## config.mk

```make
export PLATFORM = sky130hd
export DESIGN_NAME = pc_next_unit
export DESIGN_NICKNAME = d
export VERILOG_FILES = /design/src/rtl/pc_next_unit.sv
export SDC_FILE = /design/constraint.sdc
export NUM_CORES = 1
export LEC_CHECK = 0
export CORE_MARGIN = 2
export CORE_UTILIZATION = 55
export DETAILED_ROUTE_END_ITERATION = 8
export PLACE_DENSITY = 0.8
export SETUP_SLACK_MARGIN = 0.2
export SLEW_MARGIN = 20
export SYNTH_ARGS = -nofsm -noshare
export SYNTH_HDL_FRONTEND = slang
export SYNTH_SLANG_ARGS = --single-unit
```

## constraint.sdc

```tcl
create_clock -name CLK -period 3.8 [get_ports CLK]
set_input_delay 0.76 -clock CLK [delete_from_list [all_inputs] [get_ports CLK]]
set_output_delay 0.76 -clock CLK [all_outputs]
set_load 0.005 [all_outputs]
```

## src/rtl/pc_next_unit.sv

```systemverilog
// Program-counter generator: sequential, PC-relative branch and absolute jump
// targets, with PC freeze on memory stall and deferred application of a redirect
// captured during the stall.
module pc_next_unit #(
  parameter int                ADDR_W    = 32,
  parameter int                OFF_W     = 8,
  parameter int                OFF_SHIFT = 2,
  parameter int                INC       = 4,
  parameter logic [ADDR_W-1:0] RESET_PC  = '0
) (
  input  logic                     CLK,
  input  logic                     RESET,
  input  logic                     BUSYWAIT,
  input  logic                     BRANCH_TAKEN,
  input  logic signed [OFF_W-1:0]  BRANCH_OFFSET,
  input  logic                     JUMP,
  input  logic [ADDR_W-1:0]        JUMP_TARGET,
  output logic [ADDR_W-1:0]        PC,
  output logic                     PC_VALID,
  output logic                     PENDING
);

  typedef enum logic [1:0] {
    BOOT = 2'd0,
    RUN  = 2'd1,
    HOLD = 2'd2
  } state_t;

  state_t              state;
  logic [ADDR_W-1:0]   pend_target;
  logic [ADDR_W-1:0]   seq;
  logic [ADDR_W-1:0]   btgt;
  logic [ADDR_W-1:0]   rtgt;
  logic                redirect;

  // Sign-extend the word offset to full width, scale to bytes, add to base; wraps.
  function automatic logic [ADDR_W-1:0] branch_target(
    input logic [ADDR_W-1:0]       base,
    input logic signed [OFF_W-1:0] off
  );
    logic signed [ADDR_W-1:0] off_ext;
    off_ext = ADDR_W'(off);
    return base + $unsigned(off_ext <<< OFF_SHIFT);
  endfunction

  assign seq      = PC + ADDR_W'(INC);
  assign btgt     = branch_target(seq, BRANCH_OFFSET);
  assign redirect = JUMP | BRANCH_TAKEN;
  assign rtgt     = JUMP ? JUMP_TARGET : btgt;

  always_ff @(posedge CLK or negedge RESET) begin
    if (!RESET) begin
      PC          <= RESET_PC;
      PC_VALID    <= 1'b0;
      PENDING     <= 1'b0;
      pend_target <= '0;
      state       <= BOOT;
    end else begin
      case (state)
        BOOT: begin
          PC_VALID <= 1'b1;
          state    <= RUN;
        end
        RUN: begin
          if (!BUSYWAIT) begin
            PC <= redirect ? rtgt : seq;
          end else if (redirect) begin
            // Target is taken from the frozen PC; the first capture wins.
            pend_target <= rtgt;
            PENDING     <= 1'b1;
            state       <= HOLD;
          end
        end
        HOLD: begin
          if (!BUSYWAIT) begin
            PC      <= pend_target;
            PENDING <= 1'b0;
            state   <= RUN;
          end
        end
        default: begin
          state <= BOOT;
        end
      endcase
    end
  end

endmodule

```

==> results of run 1 <==
[routing by layer]
metal	up-vias	GRT usage (%)
li1	3004	-
met1	3082	47.3
met2	346	61.4
met3	60	5.61
met4	0	14.0
met5	-	0
[how the worst min path moves through the flow]
stage	from	end	slack (ns)	depth (start not counted)
2_1_floorplan	pend_target[14]	pend_target[14]	0.45	2
3_3_place_gp	pend_target[3]	pend_target[3]	0.46	2
3_5_place_dp	pend_target[1]	pend_target[1]	0.47	2
4_1_cts	RESET	PC[27]	0.44	1
5_1_grt	RESET	PC[27]	0.47	1
6_report	RESET	state[1]	0.43	1
[registers in the layout, indices dropped and copies added (netlist names)]
| signal | flops |
|---|---|
| PC_VALID | 1 |
| PC | 32 |
| pend_target | 32 |
| state | 2 |
| PENDING | 1 |
[layout make-up]
cell class / instances / area, um^2
clock buffers: 10 / 128
clock inverters: 6 / 88.8
fillers: 913 / 3240
inverters: 15 / 56.3
multi-input cells: 644 / 4220
flip-flops and latches: 68 / 1710
well taps: 140 / 175
repair buffers: 123 / 1130
[per-stage QoR]
stage	std cells	hold WS (ns)	power, mW	worst slack (ns)	instance area (um^2)
floorplan	772	0.450	3.88	0.497	6010
global placement	984	0.465	5.16	0.0877	7080
detailed placement	984	0.472	5.26	0.0309	7080
CTS	1001	0.445	5.99	0.203	7310
global route	1006	0.474	6.71	0.108	7500
finish	1006	0.429	6.26	0.344	7500
[layout by cell type, fill, tap and decap left out, types with 4 or more instances in the layout]
cell type / instances
sky130_fd_sc_hd__xnor2_1: 28
sky130_fd_sc_hd__nand4_1: 19
sky130_fd_sc_hd__nor2_1: 54
sky130_fd_sc_hd__clkdlybuf4s50_1: 77
sky130_fd_sc_hd__nand2b_1: 11
sky130_fd_sc_hd__xnor2_2: 7
sky130_fd_sc_hd__o21ai_1: 4
sky130_fd_sc_hd__inv_1: 15
sky130_fd_sc_hd__o21bai_1: 6
sky130_fd_sc_hd__nand2_1: 95
sky130_fd_sc_hd__dfrtp_2: 5
sky130_fd_sc_hd__clkbuf_8: 9
sky130_fd_sc_hd__nand3_1: 34
sky130_fd_sc_hd__a21oi_1: 72
sky130_fd_sc_hd__and2_1: 5
sky130_fd_sc_hd__a211oi_1: 9
sky130_fd_sc_hd__ha_1: 39
sky130_fd_sc_hd__a221oi_1: 5
sky130_fd_sc_hd__nor2b_1: 6
sky130_fd_sc_hd__o21ai_0: 73
sky130_fd_sc_hd__xor2_1: 12
sky130_fd_sc_hd__o211ai_1: 10
sky130_fd_sc_hd__or3_1: 5
sky130_fd_sc_hd__a21oi_2: 4
sky130_fd_sc_hd__a31oi_1: 10
sky130_fd_sc_hd__o31ai_1: 5
sky130_fd_sc_hd__and3_1: 11
sky130_fd_sc_hd__dfrtp_1: 63
sky130_fd_sc_hd__o22ai_1: 20
sky130_fd_sc_hd__mux2i_1: 15
sky130_fd_sc_hd__buf_4: 44
sky130_fd_sc_hd__a21o_1: 5
sky130_fd_sc_hd__o21a_1: 7
sky130_fd_sc_hd__nor3_1: 6
[what timing repair did]
action,in CTS,in global routing
buffers inserted,1,5
setup endpoints to repair,6,26
gates resized for setup,3,37
pin swaps,0,0
[synthesized netlist by cell type, types with 4 or more instances]
master,n,area (um^2)
sky130_fd_sc_hd__o21ai_0,75,375
sky130_fd_sc_hd__nand3_1,35,175
sky130_fd_sc_hd__clkbuf_1,35,131
sky130_fd_sc_hd__o21a_1,8,60.1
sky130_fd_sc_hd__mux2i_1,17,170
sky130_fd_sc_hd__nor3_1,8,40.0
sky130_fd_sc_hd__o31ai_1,5,37.5
sky130_fd_sc_hd__nor2b_1,6,37.5
sky130_fd_sc_hd__xor2_1,13,114
sky130_fd_sc_hd__dfrtp_1,68,1700
sky130_fd_sc_hd__nand2_1,96,360
sky130_fd_sc_hd__xnor2_1,35,307
sky130_fd_sc_hd__a211oi_1,12,90.1
sky130_fd_sc_hd__and3_1,13,81.3
sky130_fd_sc_hd__inv_1,15,56.3
sky130_fd_sc_hd__a21oi_1,74,370
sky130_fd_sc_hd__o22ai_1,20,125
sky130_fd_sc_hd__ha_1,40,500
sky130_fd_sc_hd__o211ai_1,10,75.1
sky130_fd_sc_hd__a221oi_1,5,43.8
sky130_fd_sc_hd__nor2_1,56,210
sky130_fd_sc_hd__nand2b_1,11,68.8
sky130_fd_sc_hd__a21o_1,5,37.5
sky130_fd_sc_hd__and4_1,5,43.8
sky130_fd_sc_hd__nand4_1,19,119
sky130_fd_sc_hd__buf_1,4,15.0
sky130_fd_sc_hd__and2_1,6,37.5
sky130_fd_sc_hd__o21bai_1,6,45.0
sky130_fd_sc_hd__a31oi_1,10,62.6
sky130_fd_sc_hd__or3_1,5,31.3
[where the power goes]
| part | total (mW) | switching (mW) | internal (mW) | leakage (nW) |
|---|---|---|---|---|
| combinational | 4.11 | 2.28 | 1.84 | 2.23 |
| clock | 0.693 | 0.323 | 0.370 | 0.102 |
| sequential | 1.46 | 0.378 | 1.08 | 0.810 |
| total | 6.26 | 2.98 | 3.28 | 3.15 |
[worst register-to-register path: stages, from the launching register on]
cell and delay, ns:
sky130_fd_sc_hd__dfrtp_2 0.49, sky130_fd_sc_hd__ha_1 0.24, sky130_fd_sc_hd__buf_4 0.17, sky130_fd_sc_hd__nand3_1 0.09, sky130_fd_sc_hd__xnor2_1 0.22, sky130_fd_sc_hd__ha_1 0.33, sky130_fd_sc_hd__a21oi_1 0.18, sky130_fd_sc_hd__nand2_1 0.11
sky130_fd_sc_hd__o2111ai_1 0.36, sky130_fd_sc_hd__and3b_1 0.31, sky130_fd_sc_hd__a21oi_1 0.12, sky130_fd_sc_hd__o21ai_0 0.31, sky130_fd_sc_hd__or3b_1 0.40, sky130_fd_sc_hd__nand3_1 0.07
[cell families (layout without fill, tap and decap cells)]
group	after synthesis	count (layout)	share of synthesized area, %
buf+inv	60	154	4.06
compound gates	259	259	26.0
xor+xnor	50	50	7.64
simple gates	276	276	22.3
flops	68	68	28.3
mux	18	18	3.02
fa+ha+maj	41	41	8.66
==> results list, run 1 <==
* DR vias: 6492
* Reg2Reg Launch Point: PC[2]
* Ordered list of cells on the worst path: ha_1 -> buf_4 -> nand3_1 -> xnor2_1 -> ha_1 -> a21oi_1 -> nand2_1 -> o2111ai_1 -> and3b_1 -> a21oi_1 -> o21ai_0 -> or3b_1 -> nand3_1
* Synthesis-stage register bit count: 68
- CORE AREA: 10700 um^2
- Chip width: 109 um
- In this design, the largest share of critical-path delay is due to simple AND/OR/NAND/NOR gates.
- Global routing finished with a remaining overflow of 0.
- The highest layer touched by signal routing is met4.
- Latest clock arrival within the worst-skew pair: 0.37 ns
* Unrepaired setup endpoints after global routing: true
- Clock-pin slew was measured on the worst setup and hold paths at 0.09 ns.
* Detailed-routed wire length on met2: 10.3 mm
- Counting I/O delays and the setup requirement, the final critical path takes 3.46 ns.
* Final slew viol count: 0
* Slowest cell on crit path: sky130_fd_sc_hd__dfrtp_2
- Overall global routing resource usage: 36.6%
- WP depth: 13
* DIE AREA: 11800 um^2
- The initial utilization of the core area, before any placement, comes to 55.9%.
- Summed over all cells, the static leakage comes to 3.15 nW.
* Clock sink count: 68
- For this block, the initial DRC count from the detailed router was 788.
- Maximum ir drop on the vdd rail: 0.000431 V
* Vert. Die Dim: 109 um
- CTS Buffer Depth: 2
- Antenna viol nets, final: 0
- Number of buffers added to fix hold violations after cts: 0
* Synthesized instance count: 772
- Derived from the worst setup path, the maximum achievable clock frequency is 0.289 GHz.
- The repair_antennas step left the layout with diodes totalling 0.
- In this run the clock root is driven by a sky130_fd_sc_hd__clkbuf_8.
- Avg Inst Size Synth: 7.78 um^2
- The worst setup path is captured at a flip-flop.
- In the final routed layout, each cell accounts on average for 21.1 um.
* Most used flip-flop cell after synthesis: sky130_fd_sc_hd__dfrtp_1
- DRC errors left: 0
* Wire length reported by the detailed router: 21.2 mm
* Antenna violations before repair: 0
* Count of TritonRoute iterations in the first routing pass: 5
- Number of nets in the layout: 947
- Of the available clock period, the critical path in the final layout requires 91.0%.
* Total routed wire length on the met1 layer: 8.35 mm
- Final worst clock skew: 0.0142 ns
- Via count of the first global-routing pass: 6197
- End point of the critical path: pend_target[23]
* Ratio of cells with drive above 1 in the final layout: 12.1%
* Warnings from Yosys: 0
- Slew of the pin with the lowest slew margin: 0.686 ns
- The wire-length estimate of the detail-placed layout is 15.6 mm.
- Yosys mapped the design onto 64 distinct sky130hd cell types.
* H-tree level count: 3
* Sequential fraction of the synthesis area: 28.3%
- Across all register-to-register paths, the minimum setup slack is 0.34 ns.
- Arrival @ worst endpoint: 3.76 ns
- The worst setup path is launched from a flip-flop.
- Slowest Stage Delay on Critical Path: 0.49 ns
- The area growth from synthesis to layout is 24.8%.
- The flow ran to the end, and the final reports show no timing, DRC or antenna violations.
- RD Place Congestion: 0.991
* Critical path start-end classification: flip-flop to flip-flop
* Final setup violation count: 0
* TritonCTS clock tree: built
* Final hold viol count: 0
* Bufs and invs on worst path: 1
- Endpoint of the lowest-slack register-to-register path: pend_target[23]
- Worst endpoint required time: 4.11 ns
* R2r worst-path depth: 13
* Final core utilization: 69.8%
- The critical path starts at PC[2].
- In this run the core area contains 38 standard-cell rows.
- Along the worst path, the maximum fanout reaches 7.
* Headroom to the max-slew limit: 54.3%
- The first global-routing pass estimated 33.0 mm of wire.
- In the synthesized netlist the async set-or-reset flop fraction comes to 100%.
- Number of enable flip-flop cells after synthesis: 0
- Using the TritonRoute via totals, the vias-per-cell ratio works out to 6.45.
- Detailed routing placed a total of 1.92 mm of wire on met3.
* Worst Hold Class: input pin to async pin
- TritonCTS Buffers: 9
* Power density over the cells: 835 nW/um^2
- Pin count of the biggest net entering global routing: 35
- Reported max-cap violation count: 0
- IO Count: 79
* Post-Syn Nets: 858
* Netlist area before placement: 6010 um^2
- Setup TNS: 0 ns
- Port buffering added 78 buffers.
No activity file was read; power rests on OpenSTA's default activity.
==> run 2, diff against run 1 <==
- ABC_CLOCK_PERIOD_IN_PS: unset -> 3800
==> results of run 2 <==
No change in the layout: final DEF, timing and power equal those of run 1.
